==> src/rtl/reg_cmd_frame_decoder.sv <==
// Host-link register-write frame decoder: SYNC, ADDR, D0, D1, D2, CSUM.
// Emits one register write per good frame; reports checksum/reserved/timeout aborts.
module reg_cmd_frame_decoder #(
  parameter logic [7:0]  SYNC_BYTE      = 8'hA5,
  parameter int unsigned TIMEOUT_CYCLES = 50000,
  parameter int unsigned TMO_W          = 16
) (
  input  logic        sysClk,
  input  logic        reset,
  input  logic [7:0]  byte_in,
  input  logic        byte_in_valid,
  output logic [7:0]  reg_addr,
  output logic [16:0] reg_data,
  output logic        reg_input_valid,
  output logic        frame_err,
  output logic [1:0]  err_code,
  output logic [15:0] good_frame_cnt,
  output logic [7:0]  err_cnt
);

  typedef enum logic [2:0] {
    S_IDLE, S_ADDR, S_D0, S_D1, S_D2, S_CSUM
  } state_t;

  localparam logic [TMO_W-1:0] TMO_LAST = TMO_W'(TIMEOUT_CYCLES - 1);

  state_t           r_state, w_state;
  logic [TMO_W-1:0] r_tmo, w_tmo;
  logic [7:0]       r_sum, w_sum;
  logic [7:0]       r_addr, w_addr;
  logic [7:0]       r_d0, w_d0;
  logic [7:0]       r_d1, w_d1;
  logic             r_d2b, w_d2b;
  logic             r_rsvd, w_rsvd;
  logic             w_good;
  logic             w_err;
  logic [1:0]       w_code;
  logic [7:0]       w_total;

  always_ff @(posedge sysClk or posedge reset) begin
    if (reset) begin
      r_state <= S_IDLE;
      r_tmo   <= '0;
      r_sum   <= '0;
      r_addr  <= '0;
      r_d0    <= '0;
      r_d1    <= '0;
      r_d2b   <= 1'b0;
      r_rsvd  <= 1'b0;
    end else begin
      r_state <= w_state;
      r_tmo   <= w_tmo;
      r_sum   <= w_sum;
      r_addr  <= w_addr;
      r_d0    <= w_d0;
      r_d1    <= w_d1;
      r_d2b   <= w_d2b;
      r_rsvd  <= w_rsvd;
    end
  end

  assign w_total = r_sum + byte_in;

  always_comb begin
    w_state = r_state;
    w_tmo   = r_tmo;
    w_sum   = r_sum;
    w_addr  = r_addr;
    w_d0    = r_d0;
    w_d1    = r_d1;
    w_d2b   = r_d2b;
    w_rsvd  = r_rsvd;
    w_good  = 1'b0;
    w_err   = 1'b0;
    w_code  = err_code;
    if (r_state == S_IDLE) begin
      w_tmo = '0;
      if (byte_in_valid && byte_in == SYNC_BYTE) begin
        w_state = S_ADDR;
        w_sum   = '0;
        w_rsvd  = 1'b0;
      end
    end else if (byte_in_valid) begin
      w_tmo = '0;
      case (r_state)
        S_ADDR: begin
          w_addr  = byte_in;
          w_sum   = byte_in;
          w_state = S_D0;
        end
        S_D0: begin
          w_d0    = byte_in;
          w_sum   = w_total;
          w_state = S_D1;
        end
        S_D1: begin
          w_d1    = byte_in;
          w_sum   = w_total;
          w_state = S_D2;
        end
        S_D2: begin
          w_d2b   = byte_in[0];
          w_rsvd  = |byte_in[7:1];
          w_sum   = w_total;
          w_state = S_CSUM;
        end
        S_CSUM: begin
          w_state = S_IDLE;
          // Reserved-bit violation is reported ahead of a checksum mismatch.
          if (r_rsvd) begin
            w_err  = 1'b1;
            w_code = 2'd2;
          end else if (w_total != 8'h00) begin
            w_err  = 1'b1;
            w_code = 2'd1;
          end else begin
            w_good = 1'b1;
          end
        end
        default: w_state = S_IDLE;
      endcase
    end else if (r_tmo == TMO_LAST) begin
      w_state = S_IDLE;
      w_tmo   = '0;
      w_err   = 1'b1;
      w_code  = 2'd3;
    end else begin
      w_tmo = r_tmo + TMO_W'(1);
    end
  end

  always_ff @(posedge sysClk or posedge reset) begin
    if (reset) begin
      reg_addr        <= '0;
      reg_data        <= '0;
      reg_input_valid <= 1'b0;
      frame_err       <= 1'b0;
      err_code        <= '0;
      good_frame_cnt  <= '0;
      err_cnt         <= '0;
    end else begin
      reg_input_valid <= w_good;
      frame_err       <= w_err;
      if (w_good) begin
        reg_addr       <= r_addr;
        reg_data       <= {r_d2b, r_d1, r_d0};
        good_frame_cnt <= good_frame_cnt + 16'd1;
      end
      if (w_err) begin
        err_code <= w_code;
        if (err_cnt != 8'hFF) err_cnt <= err_cnt + 8'd1;
      end
    end
  end

endmodule

==> config.mk <==
export PLATFORM = sky130hd
export DESIGN_NAME = reg_cmd_frame_decoder
export DESIGN_NICKNAME = d
export VERILOG_FILES = /design/src/rtl/reg_cmd_frame_decoder.sv
export SDC_FILE = /design/constraint.sdc
export NUM_CORES = 1
export LEC_CHECK = 0
export ABC_AREA = 1
export BUFFER_PORTS_ARGS = -buffer_cell sky130_fd_sc_hd__buf_2
export CORE_ASPECT_RATIO = 2
export CORE_UTILIZATION = 35
export DETAILED_ROUTE_END_ITERATION = 6
export GPL_ROUTABILITY_DRIVEN = 1
export GPL_TIMING_DRIVEN = 0
export SLEW_MARGIN = 10
export SYNTH_ARGS = -nofsm -noshare
export SYNTH_HDL_FRONTEND = slang
export SYNTH_SLANG_ARGS = --single-unit
==> constraint.sdc <==
create_clock -name sysClk -period 4 [get_ports sysClk]
set_input_delay 0.8 -clock sysClk [delete_from_list [all_inputs] [get_ports sysClk]]
set_output_delay 0.8 -clock sysClk [all_outputs]
set_load 0.005 [all_outputs]
# After elaboration in Yosys (flattened, before gate mapping)
# Cells that the tools add are included.
[classes] n_mux=32 div=0 order_cmp=0 n_eq_ne=11 add_sub_neg=4 mul=0 n_bitwise=1 reduce_logical=19 n_shift=0
[op_table] op="$mux W16" count=3
[op_table] op="$add A16 B1 Y16 const B" count=2
[op_table] op="$mux W8" count=3
[op_table] op="$reduce_and A3 Y1" count=6
[op_table] op="$eq A16 B16 Y1 const B" count=1
[op_table] op="$pmux W8 S2" count=1
[op_table] op="$mux W1" count=15
[op_table] op="$mux W3" count=4
[op_table] op="$pmux W3 S4" count=1
[op_table] op="$mux W2" count=5
[op_table] op="$add A8 B1 Y8 const B" count=1
[op_table] op="$add A8 B8 Y8" count=1
[op_table] op="$eq A8 B8 Y1 const B" count=1
[op_table] op="$ne A8 B8 Y1 const B" count=1
[op_table] op="$reduce_bool A8 Y1" count=1
[op_table] op="$reduce_or A7 Y1" count=1
[op_table] op="$eq A3 B2 Y1 const B" count=2
[op_table] op="$eq A3 B3 Y1 const B" count=2
[op_table] op="$reduce_bool A2 Y1" count=3
[op_table] op="$reduce_bool A3 Y1" count=2
[op_table] op="$reduce_and A5 Y1" count=1
[op_table] op="$ne A2 B1 Y1 const B" count=2
[op_table] op="$reduce_and A2 Y1" count=2
[op_table] op="$eq A3 B1 Y1 const B" count=1
[op_table] op="other kinds (5)" count=5
[word_totals] ramBits=0 out_inout_bits=53 reg_bits=106 n_memories=0 inputBits=11 latchBits=0 romBits=0

# Longest topological paths before layout
[depth] depth_word=8 depth_mapped=14

# Least setup slack after synthesis
# OpenSTA, ideal clock, no wires.
[synth_path] kind="input port to flip-flop" start="input byte_in[0]" end="register reg_addr[1]" path_slack_ns=1.435 setup_time_ns=0.117 cell_stages=14 arrival_time_ns=2.448 path_buffers=2 path_cell_list="ha_1 fa_1 nand2_1 nand2_1 nand3_1 nand2_1 nand2_1 nand2_1 nor2_1 nand3_2 buf_6 buf_6 nand2_1 nand2_1"
[synth_between] elab_chain_len=7
[synth_lines] element="from (decl)" line="10" rtl="input logic [7:0] byte_in,"
[synth_lines] element="$add A8 B8 Y8" line="62" rtl="assign w_total = r_sum + byte_in;"
[synth_lines] element="$reduce_bool A8 Y1" line="113" rtl="end else if (w_total != 8'h00) begin"
[synth_lines] element="$mux W1" line="113"
[synth_lines] element="$mux W1" line="110" rtl="if (r_rsvd) begin"
[synth_lines] element="$mux W1" line="85" rtl="case (r_state)"
[synth_lines] element="$mux W1" line="83" rtl="end else if (byte_in_valid) begin"
[synth_lines] element="$mux W1" line="76" rtl="if (r_state == S_IDLE) begin"
[synth_lines] element="to (signal assigned)" line="145" rtl="reg_addr <= r_addr;"
[synth_lines] element="to (decl)" line="12" rtl="output logic [7:0] reg_addr,"
# Every way passes these cells.
# A chain may end at the register's enable or synchronous reset.

# Worst setup path after layout
[layout_path] start="input byte_in[0]" end="register good_frame_cnt[7]"
[layout_between] elab_chain_len=7
[layout_lines] element="$add A8 B8 Y8" line="62"
[layout_lines] element="$reduce_bool A8 Y1" line="113"
[layout_lines] element="$mux W1" line="113"
[layout_lines] element="$mux W1" line="110"
[layout_lines] element="$mux W1" line="85"
[layout_lines] element="$mux W1" line="83"
[layout_lines] element="$mux W1" line="76"
[layout_lines] element="to (signal assigned)" line="147" rtl="good_frame_cnt <= good_frame_cnt + 16'd1;"
[layout_lines] element="to (decl)" line="17" rtl="output logic [15:0] good_frame_cnt,"
# Every way passes these cells.

==> key figures <==
Run status
  – Result of the run: complete, no violations

STA
  – Clk_skew: 0.0115 ns
  – Final worst path period need: 2.59 ns
  – Number of endpoints with negative hold slack in the final report: 0
  – Final Slew Violations: 0
  – Transition time at the pin with the least slew margin: 0.549 ns
  – Slew headroom: 63.1%
  – TNS Setup: 0 ns
  – Number of failing setup endpoints in the final timing report: 0
  – Share of the clock period used by the worst path: 64.8%
  – Peak Freq: 386 MHz
  – RSZ-0062 raised after global routing: false

Clock tree
  – Hold-fix buffer count after cts: 0
  – Number of cells upsized or downsized after cts: 0
  – H-tree Lvls: 3
  – Number of buffers added by the clock tree synthesis step: 9
  – Clock transition at the register clock pins on the worst setup and hold paths after CTS: 0.07 ns
  – Sink Count: 106
  – Buffer depth of the longest clock path: 2
  – Later-pin clock latency in the skew report: 0.35 ns
  – Root buffer cell: sky130_fd_sc_hd__clkbuf_16
  – Setup fix buffers added after clock tree synthesis: 0
  – CTS tree: yes

Cells and area
  – Most frequent cells in the layout: sky130_fd_sc_hd__nand2_1 (241), sky130_fd_sc_hd__dfrtp_1 (106), sky130_fd_sc_hd__buf_2 (63)
  – Commonest non-fill, non-tap cell in the layout: sky130_fd_sc_hd__nand2_1
  – Ant diodes: 0
  – Final Cell Area: 6110 um^2
  – Signed area change from the synthesized netlist to the final layout: 16.6%
  – Count of non-filler cells in the finished layout: 923
  – Final nets: 746
  – Ratio of cells with drive above 1 in the final layout: 13.7%

Global route
  – Tot GR Track Use: 17.7%
  – Met2 routing resource usage after global routing: 33.0%
  – Global-route wire length before repair: 20900 um
  – Via count of the first global-routing pass: 4437
  – Met3 GRT Util: 3.73%
  – M1 GR Usage: 17.5%
  – Most Used Layer, Global Route: met2
  – Grt ovf: 0
  – Initial antenna violation count: 0
  – Pin count of the biggest net entering global routing: 78

Setup path
  – Required @ worst endpoint: 4.24 ns
  – Largest fanout on the critical path: 10
  – Critical Path AT: 2.83 ns
  – Type of the worst setup path: primary input to flip-flop
  – CP Capture Type: flip-flop
  – Kind of launch point of the worst setup path: primary input

Routing
  – Count of antenna-violating nets left after detailed routing: 0
  – Number of vias in the routed layout: 4414
  – Number of DRC markers in iteration 0: 236
  – Residual DRC: 0
  – Average wire length per cell after detail routing: 13.7 um
  – Total length of routed wires: 12600 um
  – Average via count per standard cell: 4.78
  – Detailed-router iteration count before antenna repair: 6

Flow run
  – Max-capacitance violation count: 0

Hold path
  – Hold crit path type: primary input to async pin

Floorplan
  – Effective utilization at floorplan: 35.6%
  – Site Rows: 63
  – Total core area: 14700 um^2
  – Total I/O pin count: 64
  – Die span in y: 175 um
  – Width of the die: 88.6 um
  – Overall die area: 15500 um^2

Yosys
  – Flop and latch count out of synthesis: 106
  – Yosys Warn Count: 0
  – Net count of the mapped netlist: 671
  – Cell variety after synth: 31
  – Cell Area, Synth: 5240 um^2
  – Sequential fraction of the synthesis area: 50.6%
  – Avg Cell Area, Syn: 8.08 um^2
  – Cell count after synthesis: 649

Place
  – Hpwl dp: 9690 um
  – Area after detailed placement: 5840 um^2
  – Port Buffer Count: 63
  – RePlAce Congestion: 0.842
  – Total placed cells including tap cells: 908

Power
  – Max rail drop VDD: 0.000242 V
  – Leakage power figure: 3.20 nW
  – Pwr Total: 3.10 mW
  – Power density over the cells: 508 nW/um^2
## cell families (layout without fill, tap and decap cells)
group | Yosys count | after routing | share of synthesized area [%]
AOI/OAI and AO/OA | 74 | 74 | 7.78
xor gates and xnor gates | 24 | 24 | 4.01
adders and majority gates | 11 | 11 | 2.77
buffers and inverters | 77 | 156 | 6.47
DFF | 106 | 106 | 50.6
muxes | 1 | 1 | 0.215
and+or+nand+nor | 356 | 356 | 28.2
## synth_stat cells (all sizes together)
cell type,count,area share (%)
nand2,242,17
dfrtp,106,51
inv,64,4.6
o21ai,47,4.8
nor2,41,3.0
nand3,34,3.3
nand4,22,2.6
a21oi,18,1.7
xnor2,13,2.2
nor3,12,1.1
xor2,11,1.8
ha,10,2.4
buf,8,1.5
o21a,6,0.86
clkbuf,3,0.21
clkinv,2,0.17
nand3b,2,0.29
nor4,2,0.24
a211oi,1,0.14
fa,1,0.38
mux2,1,0.21
nor3b,1,0.14
o22ai,1,0.12
o41ai,1,0.17
## worst max-delay path, cell delays in order
cell and delay, ns:
sky130_fd_sc_hd__buf_2 0.14, sky130_fd_sc_hd__ha_1 0.25, sky130_fd_sc_hd__fa_1 0.43, sky130_fd_sc_hd__nand2_1 0.10, sky130_fd_sc_hd__nand2_1 0.09, sky130_fd_sc_hd__nand3_1 0.10
sky130_fd_sc_hd__nand2_1 0.06, sky130_fd_sc_hd__nand2_1 0.05, sky130_fd_sc_hd__nand2_1 0.07, sky130_fd_sc_hd__nor2_1 0.19, sky130_fd_sc_hd__nand3_2 0.14, sky130_fd_sc_hd__buf_6 0.17
sky130_fd_sc_hd__buf_6 0.14, sky130_fd_sc_hd__nand2_1 0.06, sky130_fd_sc_hd__nand2_1 0.05
## final cells by class
| class | count | area, um^2 |
|---|---|---|
| Sequential cell | 106 | 2650 |
| Timing Repair Buffer | 64 | 343 |
| Tap cell | 195 | 244 |
| Inverter | 66 | 254 |
| Clock buffer | 9 | 225 |
| Buffer | 11 | 90.1 |
| Fill cell | 1514 | 8630 |
| Multi-Input combinational cell | 466 | 2250 |
| Clock inverter | 6 | 52.6 |
## state kept, by name, summed over array words and instances (netlist names), 3 cells and up
name / flops
reg_data: 17
r_addr: 8
good_frame_cnt: 16
r_tmo: 16
r_sum: 8
r_d0: 8
r_d1: 8
err_cnt: 8
r_state: 3
reg_addr: 8
## path summary, 6_finish.rpt
path	start	to	slack [ns]	cells past startpoint
hold / removal	reset	reg_data[8]	0.41	2
max in group asynchronous	reset	reg_data[0]	2.91	3
min in group sysClk	r_tmo[0]	r_tmo[0]	0.47	1
setup / recovery	byte_in[0]	good_frame_cnt[7]	1.41	15
setup reg to reg	r_sum[0]	good_frame_cnt[7]	1.64	14
hold reg to reg	r_tmo[0]	r_tmo[0]	0.47	1
## layer usage
layer | share of wire (%) | routed length, um
met1 | 38 | 4760
met2 | 54 | 6840
met3 | 3.4 | 428
met4 | 4.5 | 567
met5 | 0 | 0
## power by group
group / switching (mW) / total, mW / leakage (nW) / internal (mW)
Sequential: 0.129 / 1.41 / 1.42 / 1.28
Clock: 0.420 / 0.849 / 0.135 / 0.429
Combinational: 0.550 / 0.845 / 1.65 / 0.295
Total: 1.10 / 3.10 / 3.20 / 2.00
## stage by stage
stage          utilization, %  setup slack, ns  hold WS, ns
2_1_floorplan               -            0.411        0.433
3_3_place_gp             39.4           -0.979        0.451
4_1_cts                  41.5             1.38        0.415
3_5_place_dp             39.6             1.01        0.455
6_report                 41.5             1.41        0.409
5_1_grt                  41.5             1.25        0.420
No activity file was read; power rests on OpenSTA's default activity.
